===== src/rtl/segre_mem_arbiter.sv =====
// segre_mem_arbiter: round-robin arbiter giving icache refills and dcache refills/writebacks one whole-line memory transaction at a time
module segre_mem_arbiter #(
  parameter int ADDR_SIZE      = 32,
  parameter int LINE_BYTES     = 16,
  parameter int TIMEOUT_CYCLES = 255
) (
  input  logic                    clk_i,
  input  logic                    rsn_i,
  input  logic                    ic_rd_i,
  input  logic [ADDR_SIZE-1:0]    ic_addr_i,
  output logic                    ic_ready_o,
  output logic [LINE_BYTES*8-1:0] ic_line_o,
  input  logic                    dc_rd_i,
  input  logic                    dc_wr_i,
  input  logic [ADDR_SIZE-1:0]    dc_addr_i,
  input  logic [LINE_BYTES*8-1:0] dc_line_i,
  output logic                    dc_ready_o,
  output logic [LINE_BYTES*8-1:0] dc_line_o,
  output logic                    mem_rd_o,
  output logic                    mem_wr_o,
  output logic [ADDR_SIZE-1:0]    mem_addr_o,
  output logic [LINE_BYTES*8-1:0] mem_line_o,
  input  logic                    mem_ready_i,
  input  logic [LINE_BYTES*8-1:0] mem_line_i,
  output logic                    busy_o,
  output logic                    timeout_o
);
  localparam int LW = LINE_BYTES * 8;
  localparam int CW = $clog2(TIMEOUT_CYCLES + 1);
  typedef enum logic [1:0] {IDLE, BUSY_IC, BUSY_DC, DONE} state_t;
  state_t state_q, state_d;
  logic last_dc_q, last_dc_d;
  logic mem_rd_q, mem_rd_d, mem_wr_q, mem_wr_d;
  logic [ADDR_SIZE-1:0] mem_addr_q, mem_addr_d;
  logic [LW-1:0] mem_line_q, mem_line_d, ic_line_q, ic_line_d, dc_line_q, dc_line_d;
  logic ic_ready_q, ic_ready_d, dc_ready_q, dc_ready_d;
  logic busy_q, busy_d, timeout_q, timeout_d;
  logic [CW-1:0] cnt_q, cnt_d;
  logic dc_req, grant_dc;
  assign dc_req = dc_rd_i | dc_wr_i;
  always_comb begin
    state_d    = state_q;
    last_dc_d  = last_dc_q;
    mem_rd_d   = mem_rd_q;
    mem_wr_d   = mem_wr_q;
    mem_addr_d = mem_addr_q;
    mem_line_d = mem_line_q;
    ic_line_d  = ic_line_q;
    dc_line_d  = dc_line_q;
    ic_ready_d = 1'b0;
    dc_ready_d = 1'b0;
    cnt_d      = cnt_q;
    timeout_d  = timeout_q;
    grant_dc   = dc_req && (!ic_rd_i || !last_dc_q);
    case (state_q)
      IDLE: if (ic_rd_i || dc_req) begin
        state_d    = grant_dc ? BUSY_DC : BUSY_IC;
        mem_wr_d   = grant_dc && dc_wr_i;
        mem_rd_d   = !(grant_dc && dc_wr_i);
        mem_addr_d = grant_dc ? dc_addr_i : ic_addr_i;
        mem_line_d = (grant_dc && dc_wr_i) ? dc_line_i : mem_line_q;
        cnt_d      = '0;
      end
      BUSY_IC, BUSY_DC: begin
        cnt_d     = (cnt_q == CW'(TIMEOUT_CYCLES)) ? cnt_q : cnt_q + 1'b1;
        timeout_d = timeout_q | (cnt_d == CW'(TIMEOUT_CYCLES));
        if (mem_ready_i) begin
          state_d    = DONE;
          mem_rd_d   = 1'b0;
          mem_wr_d   = 1'b0;
          last_dc_d  = (state_q == BUSY_DC);
          ic_ready_d = (state_q == BUSY_IC);
          dc_ready_d = (state_q == BUSY_DC);
          ic_line_d  = (state_q == BUSY_IC) ? mem_line_i : ic_line_q;
          dc_line_d  = (state_q == BUSY_DC && !mem_wr_q) ? mem_line_i : dc_line_q;
        end
      end
      DONE:    state_d = IDLE;
      default: state_d = IDLE;
    endcase
    busy_d = (state_d != IDLE);
  end
  always_ff @(posedge clk_i or negedge rsn_i) begin
    if (!rsn_i) begin
      state_q    <= IDLE;
      last_dc_q  <= 1'b0;
      mem_rd_q   <= 1'b0;
      mem_wr_q   <= 1'b0;
      mem_addr_q <= '0;
      mem_line_q <= '0;
      ic_line_q  <= '0;
      dc_line_q  <= '0;
      ic_ready_q <= 1'b0;
      dc_ready_q <= 1'b0;
      busy_q     <= 1'b0;
      timeout_q  <= 1'b0;
      cnt_q      <= '0;
    end else begin
      state_q    <= state_d;
      last_dc_q  <= last_dc_d;
      mem_rd_q   <= mem_rd_d;
      mem_wr_q   <= mem_wr_d;
      mem_addr_q <= mem_addr_d;
      mem_line_q <= mem_line_d;
      ic_line_q  <= ic_line_d;
      dc_line_q  <= dc_line_d;
      ic_ready_q <= ic_ready_d;
      dc_ready_q <= dc_ready_d;
      busy_q     <= busy_d;
      timeout_q  <= timeout_d;
      cnt_q      <= cnt_d;
    end
  end
  assign ic_ready_o = ic_ready_q;
  assign ic_line_o  = ic_line_q;
  assign dc_ready_o = dc_ready_q;
  assign dc_line_o  = dc_line_q;
  assign mem_rd_o   = mem_rd_q;
  assign mem_wr_o   = mem_wr_q;
  assign mem_addr_o = mem_addr_q;
  assign mem_line_o = mem_line_q;
  assign busy_o     = busy_q;
  assign timeout_o  = timeout_q;
endmodule


===== config.mk =====
export PLATFORM = sky130hd
export DESIGN_NAME = segre_mem_arbiter
export DESIGN_NICKNAME = d
export VERILOG_FILES = /design/src/rtl/segre_mem_arbiter.sv
export SDC_FILE = /design/constraint.sdc
export NUM_CORES = 1
export LEC_CHECK = 0
export CAP_MARGIN = 10
export CORE_AREA = 2 2 294 296
export DETAILED_ROUTE_END_ITERATION = 12
export DIE_AREA = 0 0 296 298
export PLACE_DENSITY = 0.5
export SETUP_SLACK_MARGIN = 0.5
export SLEW_MARGIN = 0
export SYNTH_ARGS = -nofsm -noshare
export SYNTH_HDL_FRONTEND = slang
export SYNTH_SLANG_ARGS = --single-unit

===== constraint.sdc =====
create_clock -name clk_i -period 3.1 [get_ports clk_i]
set_clock_uncertainty 0.2 [all_clocks]
set_input_delay 0.31 -clock clk_i [delete_from_list [all_inputs] [get_ports clk_i]]
set_output_delay 0.31 -clock clk_i [all_outputs]
set_load 0.01 [all_outputs]

==> flow_summary.toml, run 1 <==
[timing]
maxClockFrequency_mhz = 426
slew-limit-headroom = 0.573
setup_viol = 0
final.period_utilization = 0.758
setup_repair_after_global_routing_missed_its_margin = "false"
setup_tns_ns = 0
final-max-slew-violation-count = 0
layout_min_cycle_time_ns = 2.35
report.final.hold_viol_count = 0
worst_slew_pin_slew_ns = 0.640

[power_and_ir_drop]
irDropWorstVdd_mv = 0.415
p_clk_frac = 0.209
switching_share = 0.315
p_leak_nw = 11.7
design_power_total_mw = 29.2
power_frac_comb = 0.447
switching_power_mw = 9.20
power_report.internal_total_mw = 20.0
power.sequential.fraction = 0.344
powerDensity_mw_per_mm2 = 1050

[synth]
ys_dominant_reg_cell = "sky130_fd_sc_hd__dfrtp_1"
yosys_warnings = 0
mappedNetlistNets = 1402
largest_family_of_logic_cells_by_synthesized_area = "multiplexers"
synth_compound_gate_area_share = 0.0263
count_of_unique_library_cells_instantiated_by_yosys = 49
synth_largest_area_cell = "sky130_fd_sc_hd__dfrtp_1"
ys_top_cells_by_area = "sky130_fd_sc_hd__dfrtp_1 (63%), sky130_fd_sc_hd__mux2_1 (17%), sky130_fd_sc_hd__mux2_4 (8.7%), sky130_fd_sc_hd__mux2i_1 (1.9%), sky130_fd_sc_hd__mux2_2 (1.8%)"
postSynthAreaPerCell_um2 = 16.0
post_synth_fa_ha_maj_area_fraction = 0.00291
number_of_enable_type_register_cells_in_the_synthesized_netlist = 0
synth.cell_area_mm2 = 0.0172
post_synthesis_share_of_cell_area_spent_on_xor_and_xnor_gates = 0
synth-seq-cells = 433
area_share_of_the_leading_cell_type_in_the_synthesized_netlist = 0.630
synth-simple-area-share = 0.0213
synth_seq_area_share = 0.630
synth-async-reset-ratio = 1.00
post_synth_inst_count = 1072
yosys-mux-area-fraction = 0.293

[clock_tree]
h-tree-depth = 2
tritoncts = "yes"
clk-insertion-delay-late_ns = 0.57
path_clk_slew_ns = 0.06
cts_resized = 0
cts_buffers = 52
clk_root_buffer_cell = "sky130_fd_sc_hd__clkbuf_16"
clock_sink_count = 433
clk_path_buf_depth = 3

[drt]
drt.antenna.violating_nets = 0
total_number_of_vias = 11700
detail_route.wirelength_um = 57200
drt_first_iter_violations = 327
drc = 0
detail_route.first_pass.iterations = 4
drt-vias-per-instance = 3.86
detail_route.wl_per_cell_um = 18.8

[floorplan]
start_util = 0.203
fp.dieW_um = 296
die_y_um = 298
placeable_core_region_mm2 = 0.0849
row_count = 107
boundaryPins = 748
die_outline_area_mm2 = 0.0882

[setup_path]
setup.worst_path.start_class = "register"
worst_ep_required_time_ns = 3.35
cp_data_arrival_time_ns = 2.60
timing.critical_path.fanout_max = 32
end_kind = "register"
worst-setup-path-type = "register to register"

[worst_hold_path]
min_path_type = "input pin to asynchronous set/reset pin"

[placement]
dp_cells = 2931
io_buffers = 747
gp_congestion = 0.802
place_hpwl_um = 43700

[cells_and_area]
number_of_filler_instances_in_the_final_layout = 8430
nNetsFinal = 2180
finalNonFillerCells = 3038
multiInputGateArea_mm2 = 0.00592
regArea_mm2 = 0.0108
syn_to_final_growth_pct = 62.4
drive_above_1_share = 0.136

[job]
cap_viol_max_count = 0

[global_routing]
antenna_violations_before_repair = 3
grt_first_pass_wirelength_um = 83500
grt.total_usage = 0.125
first_global_vias = 12600
grt-ovfl-total = 0
grt_max_degree = 78

[run_status]
outcome = "finished clean"
## power by group through the flow
stage	combinational, mW	clock [mW]	sequential [mW]
after floorplan	4.26	0	11.2
after global placement	13.1	0	10.0
after detailed placement	13.3	0	10.1
after CTS	13.3	6.34	10.1
after global routing	13.8	6.56	10.4
final	13.1	6.10	10.1
## Yosys cell counts (4+ instances only)
cell,instances
sky130_fd_sc_hd__dfrtp_1,433
sky130_fd_sc_hd__mux2_1,257
sky130_fd_sc_hd__mux2_4,100
sky130_fd_sc_hd__nand2_1,43
sky130_fd_sc_hd__o21ai_1,34
sky130_fd_sc_hd__mux2i_1,32
sky130_fd_sc_hd__buf_2,28
sky130_fd_sc_hd__mux2_2,28
sky130_fd_sc_hd__buf_4,15
sky130_fd_sc_hd__buf_6,13
sky130_fd_sc_hd__o21ai_0,11
sky130_fd_sc_hd__inv_1,8
sky130_fd_sc_hd__nand3_1,7
sky130_fd_sc_hd__nor2_1,5
sky130_fd_sc_hd__a21oi_1,4
sky130_fd_sc_hd__clkbuf_1,4
sky130_fd_sc_hd__ha_1,4
## final cells by class
class,count,share of cell area
sequential,433,0.388
timing repair buffer,786,0.285
multi-input combinational,569,0.212
clock buffer,83,0.0573
tap,1144,0.0513
clock inverter,12,0.00435
inverter,8,0.00108
antenna,3,0.000269
## state kept, by name, indices dropped and copies added, names as in the netlist
register    count
mem_addr_o     32
mem_rd_o        1
cnt_q           8
ic_line_o     128
timeout_o       1
last_dc_q       1
mem_wr_o        1
dc_ready_o      1
state_q         2
dc_line_o     128
ic_ready_o      1
busy_o          1
mem_line_o    128
## cells by family after synthesis
group | count (synthesis)
buf+inv | 70
simple gates | 75
compound gates | 73
fa+ha+maj | 4
mux | 417
flops | 433
## cell usage in the layout (no fill, tap or decap), types with 4 or more instances in the layout
master | synthesis | final
sky130_fd_sc_hd__a21oi_1 | 4 | 4
sky130_fd_sc_hd__buf_12 | 0 | 15
sky130_fd_sc_hd__buf_4 | 15 | 23
sky130_fd_sc_hd__clkbuf_1 | 4 | 14
sky130_fd_sc_hd__clkbuf_16 | 0 | 53
sky130_fd_sc_hd__clkbuf_8 | 0 | 16
sky130_fd_sc_hd__clkdlybuf4s50_1 | 0 | 746
sky130_fd_sc_hd__clkinv_2 | 0 | 7
sky130_fd_sc_hd__dfrtp_1 | 433 | 433
sky130_fd_sc_hd__ha_1 | 4 | 4
sky130_fd_sc_hd__inv_1 | 8 | 8
sky130_fd_sc_hd__mux2_1 | 257 | 257
sky130_fd_sc_hd__mux2_2 | 28 | 28
sky130_fd_sc_hd__mux2_4 | 100 | 100
sky130_fd_sc_hd__mux2i_1 | 32 | 32
sky130_fd_sc_hd__nand2_1 | 43 | 43
sky130_fd_sc_hd__nand3_1 | 7 | 7
sky130_fd_sc_hd__nor2_1 | 5 | 5
sky130_fd_sc_hd__o21ai_0 | 11 | 11
sky130_fd_sc_hd__o21ai_1 | 34 | 34
## worst paths after layout
kind	from	to	slack, ns	cells after the start
hold reg to reg	mem_addr_o[20]	mem_addr_o[20]	0.28	2
setup / recovery	state_q[0]	mem_line_o[56]	0.75	5
hold / removal	rsn_i	mem_line_o[103]	0.10	2
max in group asynchronous	rsn_i	ic_line_o[110]	1.67	3
min in group clk_i	dc_line_i[107]	mem_line_o[107]	0.13	2
setup reg to reg	state_q[0]	mem_line_o[56]	0.75	5
## per-stage QoR
| stage | instance area, µm² | hold slack [ns] | utilization | worst slack (ns) |
|---|---|---|---|---|
| finish | 27900 | 0.103 | 0.329 | 0.751 |
| global route | 27900 | 0.0989 | 0.329 | 0.604 |
| CTS | 27800 | 0.0740 | 0.328 | 0.613 |
| detailed placement | 26100 | 0.147 | 0.308 | 0.611 |
| global placement | 26100 | 0.151 | 0.308 | 0.648 |
| floorplan | 17200 | -0.186 | - | 1.08 |
## critical path, stage by stage, from the launching register on
cell and delay (ns):
sky130_fd_sc_hd__dfrtp_1 0.41, sky130_fd_sc_hd__inv_1 0.10, sky130_fd_sc_hd__ha_1 0.41, sky130_fd_sc_hd__and3_4 0.43, sky130_fd_sc_hd__buf_12 0.29, sky130_fd_sc_hd__mux2_4 0.33
## what timing repair did
action                                  in CTS  in global routing
endpoints found under the setup margin       0                 42
endpoints found under the hold margin       64                  0
setup buffers                                0                  8
hold buffers                                 1                  0
## layer usage
metal	GRT usage	wire (µm)
met1	0.136	21200
met2	0.236	31100
met3	0.0304	3480
met4	0.0362	1350
met5	0	0
No activity file was read; power rests on OpenSTA's default activity.
==> run 2, diff against run 1 <==
--- a/config.mk
+++ b/config.mk
@@ -9,7 +9,7 @@
 export CORE_AREA = 2 2 294 296
 export DETAILED_ROUTE_END_ITERATION = 12
 export DIE_AREA = 0 0 296 298
-export PLACE_DENSITY = 0.5
+export PLACE_DENSITY = 0.52
 export SETUP_SLACK_MARGIN = 0.5
 export SLEW_MARGIN = 0
 export SYNTH_ARGS = -nofsm -noshare
==> constraint.sdc (replaced) <==
create_clock -name clk_i -period 1.98 [get_ports clk_i]
set_clock_uncertainty 0.2 [all_clocks]
set_input_delay 0.198 -clock clk_i [delete_from_list [all_inputs] [get_ports clk_i]]
set_output_delay 0.198 -clock clk_i [all_outputs]
set_load 0.01 [all_outputs]
==> run 2 against run 1 <==
  * The flow now finishes with violations (negative setup slack)
  * Count of clock-buffer cells in the layout fell by 10
  * Combinational power rose by 92%
  * Flip-flop and latch count did not move
  * Cell area rose by 13%
  * Register-to-register slack got worse by 0.82 ns
  * Die area did not move
  * Non-clock buffer count rose by 260
  * Largest power group unchanged
  * Highest routed layer unchanged
==> flow_summary.toml, run 2 (synthesis results as in run 1) <==
[run_status]
outcome = "complete, but fails checks"
violations = "negative setup slack"

[floorplan]
row_count = 107
start_util = 0.203
die_y_um = 298
boundaryPins = 748
placeable_core_region_mm2 = 0.0849
die_outline_area_mm2 = 0.0882
fp.dieW_um = 296

[timing]
report.final.hold_viol_count = 0
worst_setup_slack_final_ns = -0.0733
layout_min_cycle_time_ns = 2.05
setup_repair_after_global_routing_missed_its_margin = "true"
maxClockFrequency_mhz = 487
final.period_utilization = 1.04
slew-limit-headroom = 0.667
worst_slew_pin_slew_ns = 0.500
final-max-slew-violation-count = 0
setup_viol = 104

[cells_and_area]
multiInputGateArea_mm2 = 0.00666
layout.cells.most_common = "sky130_fd_sc_hd__clkdlybuf4s50_1"
post-route-util = 0.371
drive_above_1_share = 0.342
nNetsFinal = 2440
finalNonFillerCells = 3299
final_cell_mix = "sky130_fd_sc_hd__clkdlybuf4s50_1 (599), sky130_fd_sc_hd__dfrtp_1 (432), sky130_fd_sc_hd__mux2_4 (275)"
syn_to_final_growth_pct = 83.4
regArea_mm2 = 0.0108
number_of_filler_instances_in_the_final_layout = 8176

[global_routing]
grt_max_degree = 89
grt_first_pass_wirelength_um = 89100
antenna_violations_before_repair = 3
grt-ovfl-total = 0
first_global_vias = 13900
grt.total_usage = 0.132

[drt]
drt.antenna.violating_nets = 0
detail_route.first_pass.iterations = 5
drc = 0
total_number_of_vias = 13000
drt_first_iter_violations = 425
detail_route.wirelength_um = 63100
detail_route.wl_per_cell_um = 19.1
drt-vias-per-instance = 3.93

[setup_path]
worst_ep_required_time_ns = 2.24
worst-setup-path-type = "register to register"
setup.worst_path.start_class = "register"
timing.critical_path.fanout_max = 8
end_kind = "register"
cp_data_arrival_time_ns = 2.31

[power_and_ir_drop]
design_power_total_mw = 51.7
p_leak_nw = 14.1
irDropWorstVdd_mv = 0.792
powerDensity_mw_per_mm2 = 1640

[clock_tree]
cts_buffers = 52
tritoncts = "yes"
clk_root_buffer_cell = "sky130_fd_sc_hd__clkbuf_16"
clk-insertion-delay-late_ns = 0.58
clk_path_buf_depth = 3
path_clk_slew_ns = 0.06
clock_sink_count = 433
h-tree-depth = 2

[placement]
gp_congestion = 0.838
dp_cells = 2996
io_buffers = 747
place_hpwl_um = 45400

[job]
cap_viol_max_count = 0

[worst_hold_path]
min_path_type = "input pin to register"
-- run 2: worst max-delay path, cell delays in order, from the launching register on --
cell	delay (ns)
sky130_fd_sc_hd__dfrtp_1	0.37
sky130_fd_sc_hd__inv_2	0.07
sky130_fd_sc_hd__ha_4	0.29
sky130_fd_sc_hd__nand4b_1	0.15
sky130_fd_sc_hd__buf_4	0.20
sky130_fd_sc_hd__buf_12	0.15
sky130_fd_sc_hd__clkbuf_16	0.18
sky130_fd_sc_hd__mux2_1	0.31
-- run 2: layer usage --
metal	global-route usage	vias up	part of all wire
li1	-	5896	-
met1	0.148	6537	0.39
met2	0.240	423	0.52
met3	0.0322	108	0.062
met4	0.0474	0	0.031
met5	0	-	0
-- run 2: per-stage QoR --
step	hold WS (ns)	setup TNS (ns)	area, µm²	setup slack [ns]
finish	0.0326	-2.45	31500	-0.0733
global route	0.00503	-16.35	31500	-0.139
CTS	0.000105	-3.98	30400	-0.0788
detailed placement	-0.162	-29.98	27100	-0.176
global placement	-0.162	-34.33	27100	-0.211
floorplan	-0.298	0	17700	0.152
-- run 2: area by class of cell --
cell class              instances  share of cell area
multi-input cells             569               0.211
clock buffers                  73              0.0489
repair buffers               1046               0.339
diodes                          3            0.000238
inverters                       8            0.000953
well taps                    1144              0.0454
clock inverters                23              0.0103
flip-flops and latches        433               0.344
-- run 2: path summary, 6_finish.rpt --
check,startpoint,to,slack (ns),depth (start not counted)
worst max-delay path,state_q[0],dc_line_o[95],-0.07,7
worst min-delay path,dc_line_i[28],mem_line_o[28],0.03,2
worst max register to register,state_q[0],dc_line_o[95],-0.07,7
worst min register to register,ic_line_o[84],ic_line_o[84],0.28,1
max in group asynchronous,rsn_i,dc_line_o[60],0.72,3
min in group asynchronous,rsn_i,ic_line_o[60],0.06,3
-- run 2: where the power goes --
| part | leakage, nW | internal (mW) | switching [mW] |
|---|---|---|---|
| clock network | 0.912 | 6.35 | 3.96 |
| logic | 7.95 | 16.0 | 9.28 |
| registers | 5.22 | 13.3 | 2.81 |
| total | 14.1 | 35.6 | 16.0 |
-- run 2: timing repair --
item,4_1_cts,5_1_grt
gates cloned,3,10
endpoints found under the hold margin,545,0
endpoints found under the setup margin,852,854
buffers inserted,24,57
resized for setup,332,499
hold buffers,110,0
pin swaps,1,7
